## src/rtl/cmd_arb_pkg.sv

```systemverilog
// Shared types and constants for the command arbiter: opcodes, response codes,
// arbiter state and command-owner encodings.
package cmd_pkg;

  localparam logic [7:0] REQ_BATT  = 8'h01;
  localparam logic [7:0] SET_PTCH  = 8'h02;
  localparam logic [7:0] SET_ROLL  = 8'h03;
  localparam logic [7:0] SET_YAW   = 8'h04;
  localparam logic [7:0] SET_THRST = 8'h05;
  localparam logic [7:0] CALIBRATE = 8'h06;
  localparam logic [7:0] IGNITE    = 8'h07;
  localparam logic [7:0] EMER_LAND = 8'h08;

  localparam logic [7:0] RESP_ACK = 8'hA5;
  localparam logic [7:0] RESP_NAK = 8'hEE;

  typedef enum logic [1:0] {
    IDLE      = 2'd0,
    ISSUE     = 2'd1,
    WAIT_RESP = 2'd2
  } arb_state_e;

  typedef enum logic [1:0] {
    NONE = 2'd0,
    RMT  = 2'd1,
    LOC  = 2'd2,
    INT  = 2'd3
  } owner_e;

endpackage

```

## src/rtl/cmd_arb_sat_cntr.sv

```systemverilog
// Saturating up-counter: clr has priority, counts while en, holds at all-ones.
// full is high while the count is all-ones.
module sat_cntr #(
  parameter int W = 4
) (
  input  logic clk,
  input  logic rst_n,
  input  logic clr,
  input  logic en,
  output logic full
);

  logic [W-1:0] cnt_reg;

  assign full = &cnt_reg;

  always_ff @(posedge clk or negedge rst_n) begin
    if (!rst_n) begin
      cnt_reg <= '0;
    end else if (clr) begin
      cnt_reg <= '0;
    end else if (en && !full) begin
      cnt_reg <= cnt_reg + 1'b1;
    end
  end

endmodule

```

## src/rtl/cmd_arb.sv

```systemverilog
// Round-robin arbiter sharing the config command interface between the remote
// and local requesters. Optional link-loss watchdog enabled by CMD_WDOG_EN.
module cmd_arb
  import cmd_pkg::*;
#(
  parameter int RESP_TMO_W = 20,
  parameter int WDOG_W     = 26
) (
  input  logic        clk,
  input  logic        rst_n,
  input  logic        rmt_rdy,
  input  logic [7:0]  rmt_cmd,
  input  logic [15:0] rmt_data,
  output logic        clr_rmt_rdy,
  input  logic        loc_rdy,
  input  logic [7:0]  loc_cmd,
  input  logic [15:0] loc_data,
  output logic        clr_loc_rdy,
  output logic        cmd_rdy,
  output logic [7:0]  cmd,
  output logic [15:0] data,
  input  logic        clr_cmd_rdy,
  input  logic [7:0]  resp,
  input  logic        send_resp,
  output logic [7:0]  rmt_resp,
  output logic        rmt_send_resp,
  output logic [7:0]  loc_resp,
  output logic        loc_send_resp,
  output logic        wdog_trip
);

  arb_state_e  state_reg, state_next;
  owner_e      owner_reg, owner_next;
  owner_e      last_gnt_reg, last_gnt_next;
  logic [7:0]  cmd_reg, cmd_next;
  logic [15:0] data_reg, data_next;
  logic        cmd_rdy_reg, cmd_rdy_next;
  logic        clr_rmt_reg, clr_rmt_next;
  logic        clr_loc_reg, clr_loc_next;
  logic [7:0]  rmt_resp_reg, rmt_resp_next;
  logic [7:0]  loc_resp_reg, loc_resp_next;
  logic        rmt_send_reg, rmt_send_next;
  logic        loc_send_reg, loc_send_next;
  logic        wdog_trip_reg, wdog_trip_next;

  logic        tmo_clr;
  logic        tmo_full;
  logic        wdog_req;
  logic        route;
  logic [7:0]  route_byte;

  // Timer is cleared by the grant itself, so the first busy cycle sees zero;
  // the abort is taken on the edge after it saturates.
  sat_cntr #(.W(RESP_TMO_W)) u_tmo (
    .clk   (clk),
    .rst_n (rst_n),
    .clr   (tmo_clr),
    .en    (state_reg != IDLE),
    .full  (tmo_full)
  );

`ifdef CMD_WDOG_EN
  logic wdog_full;

  sat_cntr #(.W(WDOG_W)) u_wdog (
    .clk   (clk),
    .rst_n (rst_n),
    .clr   (clr_rmt_reg | wdog_trip_next),
    .en    (1'b1),
    .full  (wdog_full)
  );

  assign wdog_req = wdog_full;
`else
  // Watchdog absent: request is constant zero (WDOG_W is never negative).
  assign wdog_req = (WDOG_W < 0);
`endif

  always_comb begin
    state_next     = state_reg;
    owner_next     = owner_reg;
    last_gnt_next  = last_gnt_reg;
    cmd_next       = cmd_reg;
    data_next      = data_reg;
    cmd_rdy_next   = cmd_rdy_reg;
    clr_rmt_next   = 1'b0;
    clr_loc_next   = 1'b0;
    rmt_resp_next  = rmt_resp_reg;
    loc_resp_next  = loc_resp_reg;
    rmt_send_next  = 1'b0;
    loc_send_next  = 1'b0;
    wdog_trip_next = 1'b0;
    tmo_clr        = 1'b0;
    route          = 1'b0;
    route_byte     = resp;

    case (state_reg)
      IDLE: begin
        if (wdog_req) begin
          cmd_next       = EMER_LAND;
          data_next      = 16'h0000;
          cmd_rdy_next   = 1'b1;
          owner_next     = INT;
          wdog_trip_next = 1'b1;
          tmo_clr        = 1'b1;
          state_next     = ISSUE;
        end else if (rmt_rdy && (!loc_rdy || last_gnt_reg == LOC)) begin
          cmd_next      = rmt_cmd;
          data_next     = rmt_data;
          cmd_rdy_next  = 1'b1;
          clr_rmt_next  = 1'b1;
          owner_next    = RMT;
          last_gnt_next = RMT;
          tmo_clr       = 1'b1;
          state_next    = ISSUE;
        end else if (loc_rdy) begin
          cmd_next      = loc_cmd;
          data_next     = loc_data;
          cmd_rdy_next  = 1'b1;
          clr_loc_next  = 1'b1;
          owner_next    = LOC;
          last_gnt_next = LOC;
          tmo_clr       = 1'b1;
          state_next    = ISSUE;
        end
      end
      ISSUE: begin
        if (clr_cmd_rdy && send_resp) begin
          route = 1'b1;
        end else if (tmo_full) begin
          route      = 1'b1;
          route_byte = RESP_NAK;
        end else if (clr_cmd_rdy) begin
          cmd_rdy_next = 1'b0;
          state_next   = WAIT_RESP;
        end
      end
      WAIT_RESP: begin
        if (send_resp) begin
          route = 1'b1;
        end else if (tmo_full) begin
          route      = 1'b1;
          route_byte = RESP_NAK;
        end
      end
      default: state_next = IDLE;
    endcase

    // INT-owned (and ownerless) responses are dropped without a strobe.
    if (route) begin
      cmd_rdy_next = 1'b0;
      owner_next   = NONE;
      state_next   = IDLE;
      if (owner_reg == RMT) begin
        rmt_resp_next = route_byte;
        rmt_send_next = 1'b1;
      end else if (owner_reg == LOC) begin
        loc_resp_next = route_byte;
        loc_send_next = 1'b1;
      end
    end
  end

  always_ff @(posedge clk or negedge rst_n) begin
    if (!rst_n) begin
      state_reg     <= IDLE;
      owner_reg     <= NONE;
      last_gnt_reg  <= LOC;
      cmd_reg       <= '0;
      data_reg      <= '0;
      cmd_rdy_reg   <= 1'b0;
      clr_rmt_reg   <= 1'b0;
      clr_loc_reg   <= 1'b0;
      rmt_resp_reg  <= '0;
      loc_resp_reg  <= '0;
      rmt_send_reg  <= 1'b0;
      loc_send_reg  <= 1'b0;
      wdog_trip_reg <= 1'b0;
    end else begin
      state_reg     <= state_next;
      owner_reg     <= owner_next;
      last_gnt_reg  <= last_gnt_next;
      cmd_reg       <= cmd_next;
      data_reg      <= data_next;
      cmd_rdy_reg   <= cmd_rdy_next;
      clr_rmt_reg   <= clr_rmt_next;
      clr_loc_reg   <= clr_loc_next;
      rmt_resp_reg  <= rmt_resp_next;
      loc_resp_reg  <= loc_resp_next;
      rmt_send_reg  <= rmt_send_next;
      loc_send_reg  <= loc_send_next;
      wdog_trip_reg <= wdog_trip_next;
    end
  end

  assign clr_rmt_rdy   = clr_rmt_reg;
  assign clr_loc_rdy   = clr_loc_reg;
  assign cmd_rdy       = cmd_rdy_reg;
  assign cmd           = cmd_reg;
  assign data          = data_reg;
  assign rmt_resp      = rmt_resp_reg;
  assign rmt_send_resp = rmt_send_reg;
  assign loc_resp      = loc_resp_reg;
  assign loc_send_resp = loc_send_reg;
  assign wdog_trip     = wdog_trip_reg;

endmodule
```

## config.mk

```make
export PLATFORM = sky130hd
export DESIGN_NAME = cmd_arb
export DESIGN_NICKNAME = d
export VERILOG_FILES = /design/src/rtl/cmd_arb_pkg.sv /design/src/rtl/cmd_arb_sat_cntr.sv /design/src/rtl/cmd_arb.sv
export SDC_FILE = /design/constraint.sdc
export NUM_CORES = 1
export LEC_CHECK = 0
export CAP_MARGIN = 20
export CORE_MARGIN = 1.5
export CORE_UTILIZATION = 49
export CTS_BUF_LIST = sky130_fd_sc_hd__clkbuf_8
export CTS_CLUSTER_DIAMETER = 30
export CTS_CLUSTER_SIZE = 10
export DETAILED_ROUTE_END_ITERATION = 8
export PLACE_DENSITY = 0.83
export SYNTH_ARGS = -nofsm -noshare
export SYNTH_HDL_FRONTEND = slang
export SYNTH_HIERARCHICAL = 1
export SYNTH_SLANG_ARGS = --single-unit
```

## constraint.sdc

```tcl
create_clock -name clk -period 2.3 [get_ports clk]
set_input_delay 0.345 -clock clk [delete_from_list [all_inputs] [get_ports clk]]
set_output_delay 0.345 -clock clk [all_outputs]
set_load 0.03 [all_outputs]
```

==> metrics.yaml, run 1 <==
run_status:
  outcome: "finished, violations left"
  failed_checks: "negative hold slack"
cts:
  insertion_delay_ns: 0.34
  clock_sink_count: 71
  clock-root-buffer: "clkbuf_8"
  cts_max_level: 3
  cts_tree: "done"
  cts_buffer_depth: 2
  cts_made_buffers: 9
  clkTransAtPathRegs_ns: 0.08
  post-cts-setup-buffer-count: 0
  holdBufCountCts: 0
yosys:
  synth.distinct_cells: 58
  synth_top_area_share_pct: 49.59
  synth_top_flop_cell: "dfrtp_1"
  netlist.top_cell.by_area: "dfrtp_1"
  yosysWarnings: 6
  async_flop_share_pct: 100.0
  synth.ff_latch_count: 71
  synth_edf_count: 0
  ys_top_cells_by_count: "dfrtp_1 (70), nand2_1 (47), mux2i_1 (26)"
  synthTopCellsByArea: "dfrtp_1 (50%), mux2i_1 (7.4%), nand2_1 (5.0%)"
  seq_area_frac_synth_pct: 50.34
  syn_area_sq_mm: 0.003532
  postSynthAreaPerCell_sq_um: 10.39
  yosysMostFrequentCell: "dfrtp_1"
  synthCells: 340
  syn_nets: 408
detailed_routing:
  wl_per_cell_microns: 14.48
  drt_wl_total_mm: 8.034
  final_antenna_net_count: 0
  drc: 0
  first_iter_violations: 131
  dr_total_vias: 2878
  vias_per_cell: 5.186
  dr.pass1.iters: 4
layout:
  num-nets-final: 522
  final_core_util_pct: 72.19
  area_growth_syn_to_layout_pct: 40.38
  num_antenna_cells: 0
  layout-drive-gt1-share_pct: 12.20
  largest_register_ffs: 20
placed_design:
  routabilityCongestion: 0.8366
  dpl_worst_slack_ns: 0.1361
  port_buffers: 106
  dp_hpwl_mm: 6.023
critical_path:
  cp_max_fo: 7
  cp.required_ns: 2.55
  worstSetupEndpointType: "register"
  arrival_ns: 2.34
  slowest_delay_ns: 0.63
  path_class: "reg -> reg"
  crit_slowest_cell: "or4_4"
  critPathBufInv: 1
  start_kind: "register"
  worstPathCellList: "nand3_2 > or4_4 > nor2_2 > o211ai_1 > buf_4 > o21ai_0"
  path_delay_family: "simple AND/OR/NAND/NOR gates"
sta:
  slew_headroom_pct: 62.11
  worst_pin_slew_ns: 0.5684
  hold_ws_ns: -0.01028
  max_freq_mhz: 477.7
  hold_viol_final: 14
  setup_violations: 0
  fin_tns_setup_ns: 0
  period_share_pct: 91.01
  rsz0062_at_grt: "no"
  min_period_ns: 2.093
  drv_slew: 0
  fin_skew_ns: 0.01151
  worst_slack_ns: 0.2069
global_route:
  grt_usage_pct: 23.13
  grt_pass1_wl_mm: 13.80
  use_met1_pct: 26.95
  grt_start_max_net_pins: 51
  first_global_vias: 3048
  antenna_found_initial: 0
  grtUsageMet2_pct: 38.03
  grt.met3_usage_pct: 9.331
  overflow: 0
  top_usage_layer: "met2"
die:
  start_util_pct: 51.42
  core_region_area_sq_mm: 0.006869
  rows: 30
  dieHeight_microns: 87.90
  io_pins: 108
  fp.dieW_microns: 87.90
  dieArea_sq_mm: 0.007726
pwr:
  p_leak_nw: 2.197
  p_per_area_mw_per_mm2: 1248
  ir_worst_vdd_v: 0.0007058
worst_hold_path:
  hold_path.class: "in -> async"
run:
  maxCapViolations: 0
## power by group
group | total, mW | switching, mW | leakage, nW | internal [mW]
registers | 1.95 | 0.263 | 0.921 | 1.69
logic | 3.01 | 1.76 | 1.15 | 1.24
clock network | 1.23 | 0.478 | 0.128 | 0.749
## placed cells by master, fill, tap and decap left out, types with 4 or more instances in the layout
cell and count:
clkdlybuf4s50_1 105, dfrtp_1 70, nand2_1 47, mux2i_1 26, nor2_1 23, o21ai_0 23, a21oi_1 13, buf_4 12
inv_1 11, clkbuf_8 10, o21ai_2 9, o21ai_1 8, nor2b_1 7, nand3_1 7, ha_1 6, xnor2_1 5
a22oi_1 4, a32o_1 4, xor2_1 4, or3_1 4, nor4_1 4
## layout make-up
class | instances | area, sq um
clock inverter | 6 | 107.6
inverter | 10 | 37.54
clock buffer | 10 | 137.6
sequential | 71 | 1778
timing repair buffer | 119 | 1166
fill | 502 | 1911
tap | 96 | 120.1
multi-input combinational | 243 | 1612
## metal layers
metal	vias to the layer above	part of all wire, %
met2	94	49
met1	1365	41
li1	1413	-
met5	-	0
met4	0	1.0
met3	6	9.8
## cell families after synthesis
logic type | count (synthesis) | synth area share (%)
muxes | 29 | 8.537
xor gates and xnor gates | 9 | 2.232
adders and majority gates | 6 | 2.125
other | 1 | 0.1062
AOI/OAI and AO/OA | 82 | 16.26
and+or+nand+nor | 116 | 15.98
buffers and inverters | 26 | 4.428
DFF | 71 | 50.34
## metrics by stage
| stage | hold slack [ns] | cells | power (mW) | cell area [sq um] |
|---|---|---|---|---|
| after floorplan | 0.04941 | 340 | 3.795 | 3532 |
| after global placement | 0.3715 | 539 | 4.904 | 4711 |
| after detailed placement | 0.3802 | 539 | 4.993 | 4711 |
| after CTS | 0.008702 | 555 | 6.240 | 4956 |
| after global routing | 0.03671 | 555 | 6.572 | 4959 |
| final | -0.01028 | 555 | 6.186 | 4959 |
## worst paths after layout
kind                                    from          end  slack [ns]  cells past startpoint
max                        u_tmo/cnt_reg[12]  rmt_resp[5]        0.21                      6
min                                    rst_n  loc_resp[5]       -0.01                      1
max reg2reg                u_tmo/cnt_reg[12]  rmt_resp[5]        0.21                      6
min reg2reg                          data[6]      data[6]        0.49                      2
max in group asynchronous              rst_n      data[7]        1.55                      2
min in group clk                     data[6]      data[6]        0.49                      2
## repair_timing
action,4_1_cts,5_1_grt
gates resized for setup,0,1
hold endpoints to repair,0,0
setup endpoints to repair,0,3
Power figures use the tool's default switching activity.
==> run 2, diff against run 1 <==
--- a/config.mk
+++ b/config.mk
@@ -13,6 +13,7 @@
 export CTS_CLUSTER_SIZE = 10
 export DETAILED_ROUTE_END_ITERATION = 8
 export PLACE_DENSITY = 0.83
+export SLEW_MARGIN = 20
 export SYNTH_ARGS = -nofsm -noshare
 export SYNTH_HDL_FRONTEND = slang
 export SYNTH_HIERARCHICAL = 1
==> results of run 2 <==
Same layout as run 1: the final DEF is identical, and so are final timing and power.
==> run 3, diff against run 2 <==
--- a/config.mk
+++ b/config.mk
@@ -6,6 +6,7 @@
 export NUM_CORES = 1
 export LEC_CHECK = 0
 export CAP_MARGIN = 20
+export CORE_ASPECT_RATIO = 1.5
 export CORE_MARGIN = 1.5
 export CORE_UTILIZATION = 49
 export CTS_BUF_LIST = sky130_fd_sc_hd__clkbuf_8
==> constraint.sdc (replaced) <==
create_clock -name clk -period 2.3 [get_ports clk]
set_input_delay 0.46 -clock clk [delete_from_list [all_inputs] [get_ports clk]]
set_output_delay 0.46 -clock clk [all_outputs]
set_load 0.03 [all_outputs]
==> run 3 against run 2 <==
  * The flow now finishes without violations
  * Clock power decreased by 11%
  * Maximum frequency hardly changed
  * Sequential cell count is the same
  * Sequential power hardly changed
  * Die area grew 0.14%
  * Clock-buffer cell count did not move
  * Via count grew 1.8%
  * Sequential share of layout area up 0.37 points
  * Critical path depth unchanged
  * Clock skew fell by 0.0025 ns
  * Critical path type unchanged
  * Largest cell class unchanged
==> metrics.yaml, run 3 (synthesis gave the netlist of run 1 again) <==
run_status:
  outcome: "finished clean"
sta:
  setup_violations: 0  # unchanged
  worst_slack_ns: 0.2066  # -0.0002230 ns
  period_share_pct: 91.02  # about the same
  max_freq_mhz: 477.7  # about the same
  drv_slew: 0  # unchanged
  fin_tns_setup_ns: 0  # unchanged
  slew_headroom_pct: 66.61  # +4.5 points
  rsz0062_at_grt: "no"
  worst_pin_slew_ns: 0.5009  # -0.06746 ns
  min_period_ns: 2.093  # +0.0002230 ns
  fin_skew_ns: 0.008988  # -0.002519 ns
  hold_viol_final: 0  # -14
placed_design:
  port_buffers: 106  # unchanged
  routabilityCongestion: 0.7972  # -4.7%
  dp_cells: 519  # -3.7%
  dp_hpwl_mm: 5.947  # -1.3%
  dpl_worst_slack_ns: 0.1197  # -0.01637 ns
die:
  fp.dieW_microns: 72.32  # -18%
  dieHeight_microns: 107.0  # +22%
  io_pins: 108  # unchanged
  dieArea_sq_mm: 0.007737  # +0.14%
  core_region_area_sq_mm: 0.006898  # +0.42%
  rows: 37  # +23%
  start_util_pct: 51.21  # -0.21 points
detailed_routing:
  wl_met2_mm: 4.352  # +12%
  wl_per_cell_microns: 15.22  # +5.1%
  dr_total_vias: 2930  # +1.8%
  wl_met3_microns: 597  # -24%
  drt_wl_total_mm: 8.126  # +1.1%
  vias_per_cell: 5.487  # +5.8%
  top_layer: "met4"
  dr.pass1.iters: 5  # +1
  final_antenna_net_count: 0  # unchanged
  drc: 0  # unchanged
  wirelength_met1_mm: 2.995  # -8.2%
  first_iter_violations: 209  # +60%
cts:
  cts_max_level: 3  # unchanged
  holdBufCountCts: 0  # unchanged
  cts_buffer_depth: 2  # unchanged
  cts_made_buffers: 9  # unchanged
  insertion_delay_ns: 0.35  # about the same
  clock-root-buffer: "clkbuf_8"
  clock_sink_count: 71  # unchanged
  clkTransAtPathRegs_ns: 0.08  # about the same
  cts_tree: "done"
global_route:
  grt_pass1_wl_mm: 13.95  # +1.1%
  first_global_vias: 3066  # +0.59%
  antenna_found_initial: 0  # unchanged
  overflow: 0  # unchanged
  grt_start_max_net_pins: 72  # +41%
  grt_usage_pct: 23.30  # +0.17 points
layout:
  num_antenna_cells: 0  # unchanged
  instances_no_fill: 534  # -3.8%
  largest_register_ffs: 20  # unchanged
  final_cell_mix: "clkdlybuf4s50_1 (105), dfrtp_1 (70), nand2_1 (47)"
  area_growth_syn_to_layout_pct: 38.93
  num-nets-final: 520  # -0.38%
  mostFrequentLayoutCell: "clkdlybuf4s50_1"
  layout-drive-gt1-share_pct: 11.84  # -0.36 points
critical_path:
  cp_max_fo: 7  # unchanged
  worstPathCellList: "nand3_2 > or4_4 > nor2_2 > o211a_1 > a21oi_1 > o21ai_0"
  cp.required_ns: 2.56  # about the same
  start_kind: "register"
  path_class: "reg -> reg"
  worstSetupEndpointType: "register"
  slowest_delay_ns: 0.63  # about the same
  arrival_ns: 2.35  # about the same
  crit_slowest_cell: "or4_4"
pwr:
  total_power_mw: 6.070  # -1.9%
  p_per_area_mw_per_mm2: 1237  # -0.86%
  ir_worst_vdd_v: 0.0009721  # +38%
  p_leak_nw: 2.174  # -1.1%
worst_hold_path:
  hold_path.class: "in -> async"
run:
  maxCapViolations: 0  # unchanged
==> run 3: cell count changes in the layout (fill, tap and decap cells not counted) <==
cell	change
clkinvlp_4	+1
inv_1	-1
buf_12	+1
buf_4	-3
bufinv_16	-1
==> run 3: what timing repair did <==
item | 4_1_cts | 5_1_grt
buffers inserted | 0 | 0
resized for setup | 0 | 1
endpoints found under the setup margin | 0 | 13
==> run 3: area by class of cell <==
cell class | count | area (sq um)
Tap cell | 78 | 97.59
Sequential cell | 71 | 1778
Fill cell | 495 | 1991
Multi-Input combinational cell | 243 | 1612
Clock buffer | 10 | 137.6
Timing Repair Buffer | 117 | 1164
Clock inverter | 5 | 81.33
Inverter | 10 | 37.54
==> run 3: worst max-delay path, delay by kind of cell (launching register included) <==
| family | cells | cell delay, ns |
|---|---|---|
| simple gates | 3 | 0.97 |
| compound gates | 3 | 0.58 |
| flops | 1 | 0.43 |
==> run 3: where the power goes <==
group	leakage, nW	total (mW)	switching, mW	internal (mW)
clock network	0.109	1.10	0.462	0.636
logic	1.14	3.02	1.78	1.25
registers	0.921	1.95	0.257	1.69
total	2.17	6.07	2.50	3.57
==> run 3: stage by stage <==
stage                     hold slack, ns  cell area, sq um  utilization (%)
after floorplan                   0.1644              3532                -
after global placement            0.4614              4686            67.93
after detailed placement          0.4677              4686            67.93
after CTS                         0.1336              4905            71.10
after global routing              0.1407              4907            71.14
final                             0.1024              4907            71.14
==> run 3: routing by layer <==
metal / track usage, % / vias to the layer above
met5: 0 / -
met4: 10.65 / 0
met3: 7.613 / 17
met2: 39.95 / 102
met1: 25.83 / 1398
li1: - / 1413
==> run 3: final timing paths <==
kind / depth (start not counted) / start / endpoint / slack (ns)
setup / recovery: 6 / u_tmo/cnt_reg[12] / rmt_resp[6] / 0.21
hold / removal: 2 / rst_n / data[8] / 0.10
setup reg to reg: 6 / u_tmo/cnt_reg[12] / rmt_resp[6] / 0.21
hold reg to reg: 1 / last_gnt_reg[0] / last_gnt_reg[0] / 0.48
max in group asynchronous: 2 / rst_n / last_gnt_reg[1] / 1.84
min in group clk: 1 / last_gnt_reg[0] / last_gnt_reg[0] / 0.48
